$ cat src/rtl/fir_mac_sched.sv
// fir_mac_sched: single-multiplier FIR tap scheduler on the FIFO read side.
// Pops one sample per output into a TAPS-deep circular delay line, then
// walks all taps through one shared multiply/accumulate before presenting
// the result on a valid/ready port.
// Optional build macro FIR_FLUSH_EN adds a 'flush' input that clears the
// delay line and head pointer while IDLE.
module fir_mac_sched #(
  parameter int DWIDTH = 16,
  parameter int CWIDTH = 16,
  parameter int TWIDTH = 3,
  parameter int OWIDTH = DWIDTH + CWIDTH + TWIDTH
) (
  input  logic              rd_clk,
  input  logic              areset_n,
  input  logic [DWIDTH-1:0] fifo_q,
  input  logic              fifo_empty,
  output logic              fifo_read,
  input  logic              coef_we,
  input  logic [TWIDTH-1:0] coef_addr,
  input  logic [CWIDTH-1:0] coef_data,
`ifdef FIR_FLUSH_EN
  input  logic              flush,
`endif
  output logic [OWIDTH-1:0] dout,
  output logic              dout_valid,
  input  logic              dout_ready,
  output logic              busy
);

  localparam int TAPS   = 1 << TWIDTH;
  localparam int PWIDTH = DWIDTH + CWIDTH;

  localparam logic [2:0] S_IDLE  = 3'd0;
  localparam logic [2:0] S_FETCH = 3'd1;
  localparam logic [2:0] S_LOAD  = 3'd2;
  localparam logic [2:0] S_MAC   = 3'd3;
  localparam logic [2:0] S_OUT   = 3'd4;

  localparam logic [TWIDTH-1:0] T_ONE  = {{(TWIDTH-1){1'b0}}, 1'b1};
  localparam logic [TWIDTH-1:0] T_LAST = {TWIDTH{1'b1}};

  logic [2:0]               state_q, state_d;
  logic [TWIDTH-1:0]        head_q, head_d;
  logic [TWIDTH-1:0]        k_q, k_d;
  logic signed [OWIDTH-1:0] acc_q, acc_d;
  logic [OWIDTH-1:0]        dout_q, dout_d;
  logic signed [DWIDTH-1:0] x_q [TAPS];
  logic signed [DWIDTH-1:0] x_d [TAPS];
  logic signed [CWIDTH-1:0] c_q [TAPS];
  logic signed [CWIDTH-1:0] c_d [TAPS];

  logic [TWIDTH-1:0]        head_inc_s;
  logic [TWIDTH-1:0]        tap_idx_s;
  logic signed [PWIDTH-1:0] prod_s;
  logic signed [OWIDTH-1:0] prod_ext_s;
  logic signed [OWIDTH-1:0] sum_s;

  // Shared datapath: tap k pairs the sample k outputs old with c[k].
  always_comb begin
    head_inc_s = head_q + T_ONE;
    tap_idx_s  = head_q - k_q;
    prod_s     = x_q[tap_idx_s] * c_q[k_q];
    prod_ext_s = {{(OWIDTH-PWIDTH){prod_s[PWIDTH-1]}}, prod_s};
    sum_s      = acc_q + prod_ext_s;
  end

  // Next-state logic for the scheduler, delay line and coefficient bank.
  always_comb begin
    state_d = state_q;
    head_d  = head_q;
    k_d     = k_q;
    acc_d   = acc_q;
    dout_d  = dout_q;
    x_d     = x_q;
    c_d     = c_q;
    case (state_q)
      S_IDLE: begin
        // Coefficients may only change between passes.
        if (coef_we) begin
          c_d[coef_addr] = $signed(coef_data);
        end else begin
          c_d = c_q;
        end
`ifdef FIR_FLUSH_EN
        // A flush wins over starting a new fetch in the same cycle.
        if (flush) begin
          for (int i = 0; i < TAPS; i++) begin
            x_d[i] = {DWIDTH{1'b0}};
          end
          head_d  = {TWIDTH{1'b0}};
          state_d = S_IDLE;
        end else if (!fifo_empty) begin
          state_d = S_FETCH;
        end else begin
          state_d = S_IDLE;
        end
`else
        if (!fifo_empty) begin
          state_d = S_FETCH;
        end else begin
          state_d = S_IDLE;
        end
`endif
      end
      S_FETCH: begin
        state_d = S_LOAD;
      end
      S_LOAD: begin
        // FIFO data is valid now, one cycle after the pop strobe.
        head_d            = head_inc_s;
        x_d[head_inc_s]   = $signed(fifo_q);
        acc_d             = {OWIDTH{1'b0}};
        k_d               = {TWIDTH{1'b0}};
        state_d           = S_MAC;
      end
      S_MAC: begin
        acc_d = sum_s;
        k_d   = k_q + T_ONE;
        if (k_q == T_LAST) begin
          dout_d  = sum_s;
          state_d = S_OUT;
        end else begin
          state_d = S_MAC;
        end
      end
      S_OUT: begin
        if (dout_ready) begin
          state_d = S_IDLE;
        end else begin
          state_d = S_OUT;
        end
      end
      default: begin
        state_d = S_IDLE;
      end
    endcase
  end

  // State, pointer, accumulator and storage registers.
  always_ff @(posedge rd_clk or negedge areset_n) begin
    if (!areset_n) begin
      state_q <= S_IDLE;
      head_q  <= {TWIDTH{1'b0}};
      k_q     <= {TWIDTH{1'b0}};
      acc_q   <= {OWIDTH{1'b0}};
      dout_q  <= {OWIDTH{1'b0}};
      for (int i = 0; i < TAPS; i++) begin
        x_q[i] <= {DWIDTH{1'b0}};
        c_q[i] <= {CWIDTH{1'b0}};
      end
    end else begin
      state_q <= state_d;
      head_q  <= head_d;
      k_q     <= k_d;
      acc_q   <= acc_d;
      dout_q  <= dout_d;
      x_q     <= x_d;
      c_q     <= c_d;
    end
  end

  // Output decodes come straight from the state register.
  assign fifo_read  = (state_q == S_FETCH);
  assign dout_valid = (state_q == S_OUT);
  assign busy       = (state_q != S_IDLE);
  assign dout       = dout_q;

endmodule

$ cat config.mk
export PLATFORM = sky130hd
export DESIGN_NAME = fir_mac_sched
export DESIGN_NICKNAME = d
export VERILOG_FILES = /design/src/rtl/fir_mac_sched.sv
export SDC_FILE = /design/constraint.sdc
export NUM_CORES = 1
export LEC_CHECK = 0
export CORE_MARGIN = 1.5
export CORE_UTILIZATION = 25
export CTS_CLUSTER_SIZE = 14
export DETAILED_ROUTE_END_ITERATION = 16
export PLACE_DENSITY = 0.42
export SLEW_MARGIN = 5
export SYNTH_ARGS = -nofsm -noshare
export SYNTH_HDL_FRONTEND = slang
export SYNTH_SLANG_ARGS = --single-unit
$ cat constraint.sdc
create_clock -name rd_clk -period 16.7 [get_ports rd_clk]
set_input_delay 1.67 -clock rd_clk [delete_from_list [all_inputs] [get_ports rd_clk]]
set_output_delay 1.67 -clock rd_clk [all_outputs]
set_load 0.03 [all_outputs]
==> results of run 1 <==
## synthesized netlist by cell type (all sizes together) (12+ instances only)
| cell type | count | area, um^2 |
|---|---|---|
| buf | 34 | 176 |
| xor2 | 13 | 114 |
| ha | 108 | 1350 |
| inv | 371 | 1390 |
| dfrtp | 335 | 8380 |
| mux2i | 27 | 287 |
| clkbuf | 46 | 174 |
| nor2 | 151 | 577 |
| nor3 | 15 | 100 |
| fa | 311 | 6230 |
| mux2 | 280 | 3160 |
| a21o | 12 | 90.1 |
| nand2 | 218 | 818 |
| o21ai | 72 | 360 |
| mux4 | 64 | 1440 |
| xnor2 | 24 | 229 |
| a21oi | 28 | 148 |
| and2 | 12 | 75.1 |
## worst paths after layout
path / slack (ns) / start / cells after the start / end
max: 7.07 / k_q[1] / 24 / dout[32]
max in group asynchronous: 13.93 / areset_n / 2 / x_q[85]
min: 0.48 / dout[24] / 2 / dout[24]
max reg2reg: 7.07 / k_q[1] / 24 / dout[32]
min in group asynchronous: 1.10 / areset_n / 1 / acc_q[28]
min reg2reg: 0.48 / dout[24] / 2 / dout[24]
## worst max-delay path, cell delays in order (launching register included)
cell	delay, ns
dfrtp_1	0.32
buf_4	0.49
inv_1	0.18
fa_2	1.23
mux4_2	0.65
mux2_2	0.42
nand2_1	0.15
inv_1	0.10
fa_1	0.62
fa_1	0.91
fa_1	0.54
fa_1	0.51
fa_1	0.49
inv_1	0.05
fa_1	0.47
inv_1	0.04
ha_1	0.34
a21oi_1	0.27
o21ai_0	0.16
a221o_1	0.35
or3_1	0.33
a311o_1	0.34
nand2_1	0.18
xor2_1	0.21
o21ai_0	0.10
## final cells by class
type | count | area (um^2) | area share (%)
diodes | 2 | 5.00 | 0.0169
clock buffers | 62 | 1250 | 4.20
clock inverters | 8 | 70.1 | 0.236
inverters | 371 | 1390 | 4.70
multi-input cells | 1430 | 15800 | 53.2
flip-flops and latches | 335 | 8380 | 28.3
well taps | 1368 | 1710 | 5.77
repair buffers | 116 | 1080 | 3.64
## placed cells by master, fill, tap and decap left out, drive strengths merged, types with 3 or more instances in the layout
cell,count
a211oi,4
mux4,64
o21a,3
clkdlybuf4s50,76
mux2,280
clkbuf,62
a21oi,28
and2,12
nand3,7
nand3b,3
xor2,13
inv,373
buf,40
fa,311
a21o,12
dfrtp,335
ha,108
o21ai,72
nor3,15
and3,4
o31a,3
or3,3
nand4,4
mux2i,27
or2,7
clkinv,6
o211ai,8
nand2b,8
nor3b,3
nor2,151
nand2,218
o31ai,3
xnor2,24
o21bai,8
## sequential cells by signal, indices dropped and copies added (netlist names)
register	count
acc_q	35
c_q	128
dout	35
head_q	3
k_q	3
state_q	3
x_q	128
## cells by family after synthesis
family                   Yosys count  share of synthesized area [%]
AO/OA/AOI/OAI                    162                           4.03
XOR/XNOR                          38                           1.42
adder cells (fa/ha/maj)          419                           29.3
buffers and inverters            451                           6.74
flip-flops                       335                           32.4
multiplexers                     371                           18.9
AND/OR/NAND/NOR                  440                           7.20
## metal layers
metal / part of all wire (%) / wire [um] / GRT usage [%]
met1: 43 / 29600 / 17.2
met2: 51 / 35600 / 24.2
met3: 3.8 / 2680 / 1.97
met4: 2.5 / 1750 / 3.73
met5: 0.033 / 23 / 0
## stage by stage
| step | util [%] | std cells |
|---|---|---|
| after floorplan | - | 2216 |
| after global placement | 27.7 | 3620 |
| after detailed placement | 27.7 | 3620 |
| after CTS | 29.0 | 3690 |
| after global routing | 29.0 | 3690 |
| final | 29.0 | 3692 |
==> metrics.md, run 1 <==
| Metric | Value |
|---|---|
| Avg WL per Cell | 18.9 um |
| Total track usage | 13.7% |
| Initial antenna violation count | 3 |
| CP Capture Type | register |
| Vias per inst | 4.45 |
| CTS tree | yes |
| Fmax | 0.104 GHz |
| Syn Inst Count | 2216 |
| Core Region | 102000 um^2 |
| Synth async-reset ratio | 100% |
| Starting Density | 25.3% |
| Final setup vio count | 0 |
| Synthesized area per cell | 11.7 um^2 |
| Worst Path Required | 17.11 ns |
| Layout filler cell count | 10600 |
| PortBufs | 77 |
| Clock transition at path regs | 0.06 ns |
| Drt total wl | 69.7 mm |
| H-tree depth | 2 |
| Worst path arrival time | 10.04 ns |
| Final hold slack | 0.481 ns |
| Final number of hold-violating endpoints | 0 |
| # nets final | 2754 |
| Layout cells sized above 1 | 20.8% |
| Worst Setup Path Type | register to register |
| RePlAce Congestion | 0.858 |
| Die Footprint | 105000 um^2 |
| Total CTS buffers | 41 |
| Initial DRC Count | 859 |
| Number of global-route vias before repair | 18800 |
| Worst-path maximum fanout | 34 |
| Routed via count | 16400 |
| Final Worst Setup Slack | 7.07 ns |
| # Post-CTS Setup Buffers | 0 |
| Worst slew pin tran | 1.14 ns |
| Num rows | 117 |
| Dpl ws | 7.01 ns |
| Syn_nets | 2675 |
| RSZ-0062 raised after global routing | false |
| Fin crit period | 9.63 ns |
| Chip width | 325 um |
| Crit path launch type | register |
| YS warnings | 0 |
| Synth unique cells | 68 |
| Placed Area | 28300 um^2 |
| Sinks on Clock Net | 335 |
| Global-route wire length before repair | 112 mm |
| Largest net degree at the start of global routing | 180 |
| DRT Pass-1 Iters | 5 |
| Clock Latency Late Sink | 0.58 ns |
| HPWL after DPL | 51.9 mm |
| Post-route antenna net violation count | 0 |
| IO Pins | 78 |
| Relative slew slack | 24.1% |
| Hold Crit Class | register to register |
| Post-synth EDFFs | 0 |
| CTS max path bufs | 3 |
| Clock root cell | clkbuf_16 |
| Final worst-path cycle share | 57.7% |
| Post_cts resized | 0 |
| Status | finished, final reports clean |
| Seq/Total Area, Yosys | 32.4% |
| Layout Skew | 0.0309 ns |
| Number of hold buffers added after cts | 0 |
| Synthesis-to-finish area growth | 14.7% |
| Max Cap Viol | 0 |
| Remaining DRCs | 0 |
| Synth Flop Type | dfrtp_1 |
| Setup_tns | 0 ns |
| Slew Viols, Final | 0 |
| #FFs+latches synth | 335 |
| Fin area | 29700 um^2 |
| Remaining Overflow, GRT | 0 |
| Post-Syn Area | 25900 um^2 |
| Die span in y | 325 um |
Power of run 1 is left out: the tool's default activity adds up to more than one toggle a clock period on the data nets, which glitch-free logic cannot reach.
==> run 2: changes to the inputs <==
- clock period: 16.7 -> 9.5 ns (I/O delays scaled with it)
==> metrics.md, run 2 (same netlist as run 1, synthesis figures left out) <==
| Metric | Value |
|---|---|
| Status | finished, final reports clean (unchanged) |
| Finished Layout Cells | 3711 (was 3692) |
| Worst Path Required | 9.93 ns (was 17.11 ns) |
| Worst-path maximum fanout | 15 (was 34) |
| Dpl cells | 3636 (was 3620) |
| Fmax | 0.114 GHz (was 0.104 GHz) |
| Synthesis-to-finish area growth | 15.1% (was 14.7%) |
| Vias per inst | 4.47 (was 4.45) |
| Clock root cell | clkbuf_16 (unchanged) |
| PortBufs | 77 (unchanged) |
| ANT cells | 0 (was 2) |
| Global-route wire length before repair | 112 mm (about the same) |
| Drt total wl | 70.6 mm (was 69.7 mm) |
| Remaining Overflow, GRT | 0 (unchanged) |
| Worst Setup Path Type | register to register (unchanged) |
| Die Footprint | 105000 um^2 (unchanged) |
| Fin crit period | 8.74 ns (was 9.63 ns) |
| Final Worst Setup Slack | 0.761 ns (was 7.07 ns) |
| HPWL after DPL | 52.5 mm (was 51.9 mm) |
| Dpl ws | 0.808 ns (was 7.01 ns) |
| Placed Area | 28400 um^2 (was 28300 um^2) |
| Core Region | 102000 um^2 (unchanged) |
| Remaining DRCs | 0 (unchanged) |
| H-tree depth | 2 (unchanged) |
| Post_cts resized | 0 (unchanged) |
| CP Capture Type | register (unchanged) |
| Max Cap Viol | 0 (unchanged) |
| Slew Viols, Final | 0 (unchanged) |
| Initial antenna violation count | 4 (was 3) |
| CP max stage cell | fa_1 (was fa_2) |
| Number of global-route vias before repair | 18800 (about the same) |
| CP max stage delay | 0.90 ns (was 1.23 ns) |
| Layout Skew | 0.0192 ns (was 0.0309 ns) |
| Sinks on Clock Net | 335 (unchanged) |
| Crit. Startpoint | head_q[0] (was k_q[1]) |
| Critical Path Sink | dout[32] (unchanged) |
| Chip width | 325 um (unchanged) |
| Total CTS buffers | 42 (was 41) |
| Hold Crit Class | input port to async pin (was register to register) |
| Largest registers | c_q x128, x_q x128 (unchanged) |
| Relative slew slack | 25.5% (was 24.1%) |
| Setup_tns | 0 ns (unchanged) |
| RSZ-0062 raised after global routing | false (unchanged) |
| Most frequent cells in the layout | 371 x inv_1, 334 x dfrtp_1, 310 x fa_1, 278 x mux2_2, 218 x nand2_1 (unchanged) |
| Worst slew pin tran | 1.10 ns (was 1.14 ns) |
| Starting Density | 25.3% (unchanged) |
| Num rows | 117 (unchanged) |
| Final number of hold-violating endpoints | 0 (unchanged) |
| DRT Pass-1 Iters | 5 (unchanged) |
| Layout cells sized above 1 | 21.3% (was 20.8%) |
| Layout filler cell count | 10700 (was 10600) |
| Number of hold buffers added after cts | 0 (unchanged) |
| Clock transition at path regs | 0.06 ns (about the same) |
| Final worst-path cycle share | 92.0% (was 57.7%) |
| Worst path arrival time | 9.16 ns (was 10.04 ns) |
| Crit path top cell by count | fa_1 (unchanged) |
| Final setup vio count | 0 (unchanged) |
| Most common cell after layout, fill and taps aside | inv_1 (unchanged) |
| # nets final | 2771 (was 2754) |
| R2R Path Start | head_q[0] (was k_q[1]) |
| Initial DRC Count | 790 (was 859) |
| Crit path launch type | register (unchanged) |
| Post-route antenna net violation count | 0 (unchanged) |
| Routed via count | 16600 (was 16400) |
| Clock Latency Late Sink | 0.59 ns (was 0.58 ns) |
| CTS tree | yes (unchanged) |
| Fin area | 29800 um^2 (was 29700 um^2) |
| Largest net degree at the start of global routing | 124 (was 180) |
| Flop2flop setup slack | 0.76 ns (was 7.07 ns) |
| Total track usage | 13.7% (about the same) |
| Die span in y | 325 um (unchanged) |
| Avg WL per Cell | 19.0 um (was 18.9 um) |
| RePlAce Congestion | 0.846 (was 0.858) |
| FF-to-FF End | dout[32] (unchanged) |
| IO Pins | 78 (unchanged) |
| R2R depth | 26 (was 24) |
| CTS max path bufs | 3 (unchanged) |
| # Post-CTS Setup Buffers | 0 (unchanged) |
## run 2: how the worst min path moves through the flow
| stage | slack [ns] | to |
|---|---|---|
| global placement | 0.47 | dout[31] |
| finish | 0.43 | acc_q[25] |
| CTS | 0.47 | acc_q[26] |
| detailed placement | 0.47 | dout[4] |
| global route | 0.50 | dout[3] |
| floorplan | 0.46 | acc_q[23] |
## run 2: per-layer routing
layer / global-route usage [%] / routed length [um] / up-vias
li1: - / - / 7376
met5: 0 / 46 / -
met2: 24.9 / 36800 / 261
met3: 2.17 / 2690 / 97
met1: 16.9 / 29500 / 8852
met4: 3.32 / 1540 / 8
## run 2: cell type report
type	count	area, um^2	area share, %
clock inverters	15	153	0.513
inverters	371	1390	4.68
well taps	1368	1710	5.75
repair buffers	132	1190	3.99
clock buffers	60	1190	3.99
multi-input cells	1430	15700	52.9
flip-flops and latches	335	8380	28.2
## run 2: metrics by stage
step	hold WS, ns	util (%)
3_5_place_dp	0.468	27.8
6_report	0.429	29.1
2_1_floorplan	0.455	-
3_3_place_gp	0.466	27.8
4_1_cts	0.466	29.1
5_1_grt	0.501	29.1
## run 2: critical path, delay by kind of cell, from the launching register on
kind	cells	cell delay, ns
simple gates	3	0.63
fa+ha+maj	9	4.36
buf+inv	5	0.34
compound gates	5	1.18
xor+xnor	2	0.73
mux	2	0.84
flops	1	0.45
Power of run 2 is left out for the same reason.
==> run 3: changes to the inputs <==
- CORE_UTILIZATION: 25 -> 50
- PLACE_DENSITY: 0.42 -> 0.7
==> metrics.md, run 3 (same netlist as run 1, synthesis figures left out) <==
| Metric | Value |
|---|---|
| Crit. Startpoint | head_q[0] (unchanged) |
| Worst slew pin tran | 1.30 ns (was 1.10 ns) |
| Final worst-path cycle share | 91.5% (was 92.0%) |
| Routed via count | 16700 (was 16600) |
| Layout Skew | 0.0207 ns (was 0.0192 ns) |
| Initial antenna violation count | 1 (was 4) |
| # Post-CTS Setup Buffers | 0 (unchanged) |
| Relative slew slack | 11.0% (was 25.5%) |
| Status | finished, final reports clean (unchanged) |
| Die span in y | 230 um (was 325 um) |
| RSZ-0062 raised after global routing | false (unchanged) |
| Post_cts resized | 0 (unchanged) |
| H-tree depth | 2 (unchanged) |
| Most frequent cells in the layout | 371 x inv_1, 334 x dfrtp_1, 310 x fa_1, 278 x mux2_2, 218 x nand2_1 (unchanged) |
| Sinks on Clock Net | 335 (unchanged) |
| FF-to-FF End | dout[32] (unchanged) |
| Layout cells sized above 1 | 20.8% (was 21.3%) |
| Crit path launch type | register (unchanged) |
| HPWL after DPL | 44.0 mm (was 52.5 mm) |
| CP Capture Type | register (unchanged) |
| Clock root cell | clkbuf_16 (unchanged) |
| Remaining Overflow, GRT | 0 (unchanged) |
| Total CTS buffers | 37 (was 42) |
| Layout filler cell count | 4243 (was 10700) |
| Vias per inst | 5.56 (was 4.47) |
| Global-route wire length before repair | 99.5 mm (was 112 mm) |
| Worst-path maximum fanout | 15 (unchanged) |
| Met1 Use GR | 30.2% (was 16.9%) |
| R2R Path Start | head_q[0] (unchanged) |
| Number of global-route vias before repair | 18600 (was 18800) |
| Die Footprint | 53100 um^2 (was 105000 um^2) |
| Clock Latency Late Sink | 0.58 ns (was 0.59 ns) |
| Fmax | 0.115 GHz (was 0.114 GHz) |
| Number of hold buffers added after cts | 0 (unchanged) |
| Remaining DRCs | 0 (unchanged) |
| Starting Density | 50.5% (was 25.3%) |
| Largest registers | c_q x128, x_q x128 (unchanged) |
| Post-route antenna net violation count | 0 (unchanged) |
| Worst Path Required | 9.91 ns (was 9.93 ns) |
| Hold Crit Class | input port to async pin (unchanged) |
| Avg WL per Cell | 20.0 um (was 19.0 um) |
| Synthesis-to-finish area growth | 11.3% (was 15.1%) |
| Setup_tns | 0 ns (unchanged) |
| # nets final | 2757 (was 2771) |
| PortBufs | 77 (unchanged) |
| Chip width | 230 um (was 325 um) |
| Total track usage | 24.2% (was 13.7%) |
| Initial DRC Count | 1076 (was 790) |
| GR Util met3 | 4.58% (was 2.17%) |
| Worst path arrival time | 9.10 ns (was 9.16 ns) |
| RePlAce Congestion | 0.901 (was 0.846) |
| Most common cell after layout, fill and taps aside | inv_1 (unchanged) |
| Final setup vio count | 0 (unchanged) |
| IO Pins | 78 (unchanged) |
| R2R depth | 26 (unchanged) |
| DRT Pass-1 Iters | 5 (unchanged) |
| Num rows | 83 (was 117) |
| CTS max path bufs | 3 (unchanged) |
| Drt total wl | 60.2 mm (was 70.6 mm) |
| Met2 GRT Util | 41.5% (was 24.9%) |
| Largest net degree at the start of global routing | 100 (was 124) |
| Critical Path Sink | dout[32] (unchanged) |
| Fin crit period | 8.69 ns (was 8.74 ns) |
| CTS tree | yes (unchanged) |
| Grt peak-use layer | met2 (unchanged) |
| Worst Setup Path Type | register to register (unchanged) |
| Core Region | 51200 um^2 (was 102000 um^2) |
| Clock transition at path regs | 0.06 ns (about the same) |
| Final number of hold-violating endpoints | 0 (unchanged) |
| Max Cap Viol | 0 (unchanged) |
| Flop2flop setup slack | 0.81 ns (was 0.76 ns) |
| Slew Viols, Final | 0 (unchanged) |
[run 3: cell count changes in the layout (fill, tap and decap cells not counted), moves of 3 or more]
cell,before,now
buf_4,55,46
bufinv_16,0,3
clkbuf_1,11,8
clkbuf_16,42,38
clkbuf_8,7,11
clkinv_2,10,4
[run 3: worst max-delay path: stages, from the launching register on]
cell,delay [ns]
dfrtp_1,0.44
inv_1,0.11
ha_2,0.17
inv_1,0.05
fa_2,0.32
xnor3_2,0.56
mux4_2,0.43
mux2_2,0.41
nand2_1,0.15
inv_1,0.10
fa_1,0.64
fa_1,0.90
fa_1,0.53
fa_1,0.50
fa_1,0.49
inv_1,0.05
fa_1,0.47
inv_1,0.04
ha_1,0.34
a21oi_1,0.24
o21ai_0,0.15
a221o_1,0.35
or3_1,0.31
a311o_1,0.30
nand2_1,0.18
xor2_1,0.21
o21ai_0,0.10
[run 3: per-stage QoR]
stage	std cells	hold slack (ns)	util, %	instance area, um^2	worst slack (ns)
6_report	3008	0.330	56.2	28800	0.807
2_1_floorplan	2216	0.455	-	25900	1.18
3_3_place_gp	2939	0.461	53.7	27500	1.01
3_5_place_dp	2939	0.474	53.7	27500	0.824
5_1_grt	3008	0.421	56.2	28800	0.299
4_1_cts	3007	0.393	56.2	28800	0.845
[run 3: layer usage]
metal / part of all wire (%) / vias up
met3: 6.0 / 136
li1: - / 7349
met1: 40 / 8806
met5: 0 / -
met2: 50 / 446
met4: 4.0 / 0
[run 3: area by class of cell]
cell class                 instances  area [um^2]  area share (%)
clock buffer                      57         1130            3.93
antenna                            1         2.50         0.00869
clock inverter                    11          161           0.561
inverter                         371         1390            4.84
multi-input combinational       1430        15700            54.7
tap                              680          851            2.96
sequential                       335         8380            29.1
timing repair buffer             123         1120            3.89
[run 3: how the worst min path moves through the flow]
stage	cells after the start	end	slack (ns)	startpoint
after floorplan	2	acc_q[23]	0.46	acc_q[23]
after global placement	2	dout[25]	0.46	dout[25]
after detailed placement	2	dout[2]	0.47	dout[2]
after CTS	1	acc_q[31]	0.39	areset_n
after global routing	1	acc_q[32]	0.42	areset_n
final	1	acc_q[31]	0.33	areset_n
Power of run 3 is left out for the same reason.
